`config.mk`:
```
export PLATFORM = sky130hd
export DESIGN_NAME = seq_bit_serializer
export DESIGN_NICKNAME = d
export VERILOG_FILES = /design/src/rtl/seq_bit_serializer.sv
export SDC_FILE = /design/constraint.sdc
export NUM_CORES = 1
export LEC_CHECK = 0
export CORE_MARGIN = 8
export CORE_UTILIZATION = 40
export CTS_CLUSTER_SIZE = 25
export DETAILED_ROUTE_END_ITERATION = 10
export PLACE_DENSITY = 0.65
export SETUP_SLACK_MARGIN = 0.1
export SYNTH_ARGS = -nofsm -noshare
export SYNTH_HDL_FRONTEND = slang
export SYNTH_SLANG_ARGS = --single-unit
```
`constraint.sdc`:
```
create_clock -name clk -period 3.3 [get_ports clk]
set_clock_uncertainty 0.05 [all_clocks]
set_input_delay 0.99 -clock clk [delete_from_list [all_inputs] [get_ports clk]]
set_output_delay 0.99 -clock clk [all_outputs]
set_load 0.005 [all_outputs]
```
`src/rtl/seq_bit_serializer.sv`:
```
// seq_bit_serializer
//   Parallel-to-serial front end for the single-bit sequence detectors.
//   Takes WIDTH-bit words over valid/ready and shifts out one bit per
//   bit_en cycle. Back-to-back words are seamless, so a pattern can span a
//   word boundary. With no data, bit_out sits at IDLE_LEVEL and bit_valid=0.
//
//   Optional feature: define SERIALIZER_PARITY_EN to append one even-parity
//   bit (XOR of the word) after the last data bit. A frame is then WIDTH+1
//   bits long.
//
// Ports
//   clk          rising-edge clock
//   rst          asynchronous active-high reset
//   din          parallel word
//   din_valid    din holds a word
//   din_ready    word accepted this cycle (combinational)
//   bit_en       pacing strobe; one bit advances per cycle with bit_en=1
//   bit_out      serial bit (registered)
//   bit_valid    bit_out carries data (registered)
//   frame_start  first bit of a word is on bit_out (registered)
//   frame_end    last bit of a frame is on bit_out (registered)
//   busy         state != IDLE
module seq_bit_serializer #(
   parameter int WIDTH      = 8,
   parameter bit MSB_FIRST  = 1'b1,
   parameter bit IDLE_LEVEL = 1'b0
) (
   input  logic             clk,
   input  logic             rst,
   input  logic [WIDTH-1:0] din,
   input  logic             din_valid,
   output logic             din_ready,
   input  logic             bit_en,
   output logic             bit_out,
   output logic             bit_valid,
   output logic             frame_start,
   output logic             frame_end,
   output logic             busy
);

   localparam int             CW   = $clog2(WIDTH);
   localparam logic [CW-1:0]  LAST = CW'(WIDTH - 1);

`ifdef SERIALIZER_PARITY_EN
   typedef enum logic [1:0] {IDLE = 2'd0, SHIFT = 2'd1, PAR = 2'd2} state_t;
`else
   typedef enum logic [1:0] {IDLE = 2'd0, SHIFT = 2'd1} state_t;
`endif

   state_t           state, state_n;
   logic [WIDTH-1:0] shift, shift_n;
   logic [CW-1:0]    cnt, cnt_n;
   logic             xfer;
   logic             bit_out_n, bit_valid_n, frame_start_n, frame_end_n;
`ifdef SERIALIZER_PARITY_EN
   logic             par, par_n;
`endif

   always_ff @(posedge clk or posedge rst) begin
      if (rst) begin
         state       <= IDLE;
         shift       <= '0;
         cnt         <= '0;
         bit_out     <= IDLE_LEVEL;
         bit_valid   <= 1'b0;
         frame_start <= 1'b0;
         frame_end   <= 1'b0;
`ifdef SERIALIZER_PARITY_EN
         par         <= 1'b0;
`endif
      end else begin
         state       <= state_n;
         shift       <= shift_n;
         cnt         <= cnt_n;
         bit_out     <= bit_out_n;
         bit_valid   <= bit_valid_n;
         frame_start <= frame_start_n;
         frame_end   <= frame_end_n;
`ifdef SERIALIZER_PARITY_EN
         par         <= par_n;
`endif
      end
   end

   assign busy = (state != IDLE);

   // Ready only where the next edge frees the shifter: idle, or the last
   // serial bit of the frame is being consumed this cycle.
   always_comb begin
      din_ready = 1'b0;
      case (state)
         IDLE:    din_ready = 1'b1;
`ifdef SERIALIZER_PARITY_EN
         SHIFT:   din_ready = 1'b0;
         PAR:     din_ready = bit_en;
`else
         SHIFT:   din_ready = bit_en && (cnt == LAST);
`endif
         default: din_ready = 1'b0;
      endcase
   end

   assign xfer = din_valid && din_ready;

   // Next-state logic. The registered outputs are derived from the next
   // state so they line up with the shifter without a combinational path
   // from din to bit_out.
   always_comb begin
      state_n = state;
      shift_n = shift;
      cnt_n   = cnt;
`ifdef SERIALIZER_PARITY_EN
      par_n   = par;
`endif
      if (xfer) begin
         state_n = SHIFT;
         shift_n = din;
         cnt_n   = '0;
`ifdef SERIALIZER_PARITY_EN
         par_n   = ^din;
`endif
      end else begin
         case (state)
            IDLE: ;
            SHIFT: begin
               if (bit_en) begin
                  if (cnt == LAST) begin
`ifdef SERIALIZER_PARITY_EN
                     state_n = PAR;
`else
                     state_n = IDLE;
`endif
                  end else begin
                     shift_n = MSB_FIRST ? {shift[WIDTH-2:0], 1'b0}
                                         : {1'b0, shift[WIDTH-1:1]};
                     cnt_n   = cnt + 1'b1;
                  end
               end
            end
`ifdef SERIALIZER_PARITY_EN
            PAR: if (bit_en) state_n = IDLE;
`endif
            default: state_n = IDLE;
         endcase
      end

      bit_out_n     = IDLE_LEVEL;
      bit_valid_n   = 1'b0;
      frame_start_n = 1'b0;
      frame_end_n   = 1'b0;
      case (state_n)
         SHIFT: begin
            bit_out_n     = MSB_FIRST ? shift_n[WIDTH-1] : shift_n[0];
            bit_valid_n   = 1'b1;
            frame_start_n = (cnt_n == '0);
`ifndef SERIALIZER_PARITY_EN
            frame_end_n   = (cnt_n == LAST);
`endif
         end
`ifdef SERIALIZER_PARITY_EN
         PAR: begin
            bit_out_n   = par_n;
            bit_valid_n = 1'b1;
            frame_end_n = 1'b1;
         end
`endif
         default: ;
      endcase
   end

endmodule

```
==> metrics.md <==
| Metric | Value |
|---|---|
| Slew Limit Fails | `0` |
| Final Non-Filler Cells | `128` |
| Post-synth cell types | `28` |
| CTS tree | `done` |
| Fin worst setup slack | `0.320 ns` |
| Top FF cell, synth | `dfrtp_1` |
| Most common cell after layout, fill and taps aside | `dfrtp_1` |
| Final wirelength | `between 1500 and 2000 µm` |
| Final setup viols | `0` |
| Fin crit share | `0.903` |
| DRT iter0 DRCs | `13` |
| Final HPWL DP | `1160 µm` |
| Maximum clock frequency | `0.336 GHz` |
| Total core area | `1960 µm²` |
| Crit. End Element | `output pin` |
| Final core utilization | `0.537` |
| Setup Fix Bufs, Post-CTS | `0` |
| Flop pwr share | `0.549` |
| Post-route design area | `1050 µm²` |
| Die Area | `3790 µm²` |
| Pin count of the biggest net entering global routing | `19` |
| Leading area contributor after synthesis | `dfrtp_1` |
| Filler instances | `200` |
| EDFF count, synth | `0` |
| Max IR drop VDD | `between 200 and 300 µV` |
| Critical path origin | `bit_en` |
| Worst Setup EP | `din_ready` |
| Setup TNS | `0 ns` |
| Vias in the first global route | `633` |
| Max Cap Violations | `0` |
| Normalized max-slew margin | `0.590` |
| Combinational fraction of design power | `0.226` |
| # nets final | `115` |
| Top cells by area in the synthesized netlist | `dfrtp_1 51%, mux2i_1 8.4%, o21ai_0 6.0%, nand2_1 5.4%, buf_6 2.7%` |
| Commonest non-fill, non-tap cells in the layout | `17 x dfrtp_1, 16 x clkdlybuf4s50_1, 12 x nand2_1` |
| Sw Pwr | `around 0.14 mW` |
| CP peak stage delay | `0.47 ns` |
| R2r endpoint | `bit_out` |
| Die width | `61.5 µm` |
| Share of layout cells above drive strength 1 | `0.129` |
| Post-CTS Hold Buffers | `0` |
| Starting density of the core | `0.423` |
| Vias | `628` |
| Row cnt | `16` |
| Antenna violations before repair | `0` |
| Pint | `0.354 mW` |
| GR Overflow Total | `0` |
| R2r worst-path depth | `5` |
| Pwr Density | `approximately 470 nW/µm²` |
| DRC | `0` |
| GP Congestion | `0.706` |
| Synth Cell Area | `830 µm²` |
| Crit path DAT | `between 1.5 and 2 ns` |
| CP Launch Type | `input pin` |
| Status | `finished clean` |
| IO Count | `18` |
| Leak | `0.507 nW` |
| Switching share of total power | `0.288` |
| Hold Violations, Final | `0` |
| Min Tclk post-route | `~3.0 ns` |
| First-pass GRT wire length | `about 2700 µm` |
| Critical path class | `in2out` |
| FF-to-FF Start | `cnt[0]` |
| Placed cell area | `1030 µm²` |
| # placed instances | `between 100 and 150` |
| # H-tree levels | `1` |
| Worst-Skew Late Latency | `0.29 ns` |
| Slew @ Worst Pin | `about 0.61 ns` |
| CP cell instances | `clkdlybuf4s50_1 > nand3_1 > a21oi_1 > dlygate4sd2_1` |
| Yosys warnings | `0` |
| Routed Antenna Nets | `0` |
| Syn Area/Cell | `10.4 µm²` |
| Vias per inst | `4.91` |
| Post-synthesis net count | `slightly above 90` |
| Reg area | `425 µm²` |
| CTS buffer count | `3` |
| CP max-delay cell | `clkdlybuf4s50_1` |
| Reg clk slew, reported paths | `0.09 ns` |
| FF-to-FF setup slack | `1.45 ns` |
| P&R area growth vs syn | `27.0%` |
| Maximum buffer depth of the clock tree | `2` |
| Worst hold-check path type | `reg2reg` |
| Antenna diodes | `0` |
| CP max FO | `2` |
| I/O Buffers | `17` |
| Pre-CTS setup slack | `0.0326 ns` |
| Sequential fraction of the synthesis area | `0.513` |
| Part of the power in the clock network | `0.225` |
| GRT Overall Usage | `0.0983` |
| Async SR Flop Fraction | `1.00` |
| Clk root buf | `clkbuf_4` |
| Top cell type's share of synthesized area | `0.513` |
| Synth Instances | `80` |
| Wirelength per Cell | `11.9 µm` |
| DR pass1 iterations | `3` |
| RSZ-0062 raised after global routing | `no` |
| Die height | `61.5 µm` |
| Multi-input gate area | `365 µm²` |
| Clock net sink count | `17` |
| WP data required | `2.26 ns` |
| Synth Register Bits | `17` |
| CTS-repair resized insts | `1` |
-- sequential cells by signal, summed over array words and instances, names as in the netlist --
name	count
shift	8
cnt	3
state	2
bit_out	1
bit_valid	1
frame_end	1
frame_start	1
-- per-stage QoR --
stage          hold slack [ns]  power, mW
2_1_floorplan            0.452      0.348
3_3_place_gp             0.471      0.389
3_5_place_dp             0.482      0.392
4_1_cts                  0.499      0.504
5_1_grt                  0.549      0.537
6_report                 0.489      0.497
-- worst max-delay path, delay by kind of cell --
kind	cells	cell delay [ns]
AOI/OAI and AO/OA	1	0.14
and+or+nand+nor	1	0.09
buffers and inverters	2	0.72
-- how the worst min path moves through the flow --
stage                        start        to  depth (start not counted)
final                     shift[0]  shift[0]                          2
after global routing      shift[0]  shift[0]                          2
after detailed placement  shift[0]  shift[0]                          2
after global placement    shift[0]  shift[0]                          2
after floorplan           shift[0]  shift[0]                          2
after CTS                 shift[0]  shift[0]                          2
-- routing by layer --
metal	part of all wire	up-vias	GRT usage
li1	-	316	-
met1	0.43	297	0.107
met2	0.50	10	0.161
met3	0.034	5	0.0146
met4	0.036	0	0.0877
met5	0	-	0
-- power by group through the flow --
stage | Clock (mW) | Combinational [mW] | Sequential [mW]
floorplan | 0 | 0.0775 | 0.270
global placement | 0 | 0.113 | 0.276
detailed placement | 0 | 0.115 | 0.278
CTS | 0.116 | 0.115 | 0.273
global route | 0.127 | 0.129 | 0.281
finish | 0.112 | 0.112 | 0.273
-- logic make-up (layout without fill, tap and decap cells) --
group                      Yosys count  after routing  synth area share
AOI/OAI and AO/OA                   20             20             0.152
adders and majority gates            1              1            0.0151
buffers and inverters                6             27            0.0467
DFF                                 17             17             0.513
muxes                                8              8             0.103
other                                1              1           0.00452
and+or+nand+nor                     27             27             0.166
-- synthesized netlist by cell type, types with 2 or more instances --
cell type / instances
nand2b_1: 2
a21oi_1: 3
dfrtp_1: 17
buf_6: 2
mux2i_1: 7
inv_1: 3
nor2_1: 5
o21ai_0: 10
nand2_1: 12
-- area by class of cell --
type	count	share of cell area
inverter	3	0.0107
sequential	17	0.404
clock buffer	4	0.0249
tap	27	0.0321
timing repair buffer	20	0.182
multi-input combinational	57	0.347
Power figures use the tool's default switching activity.
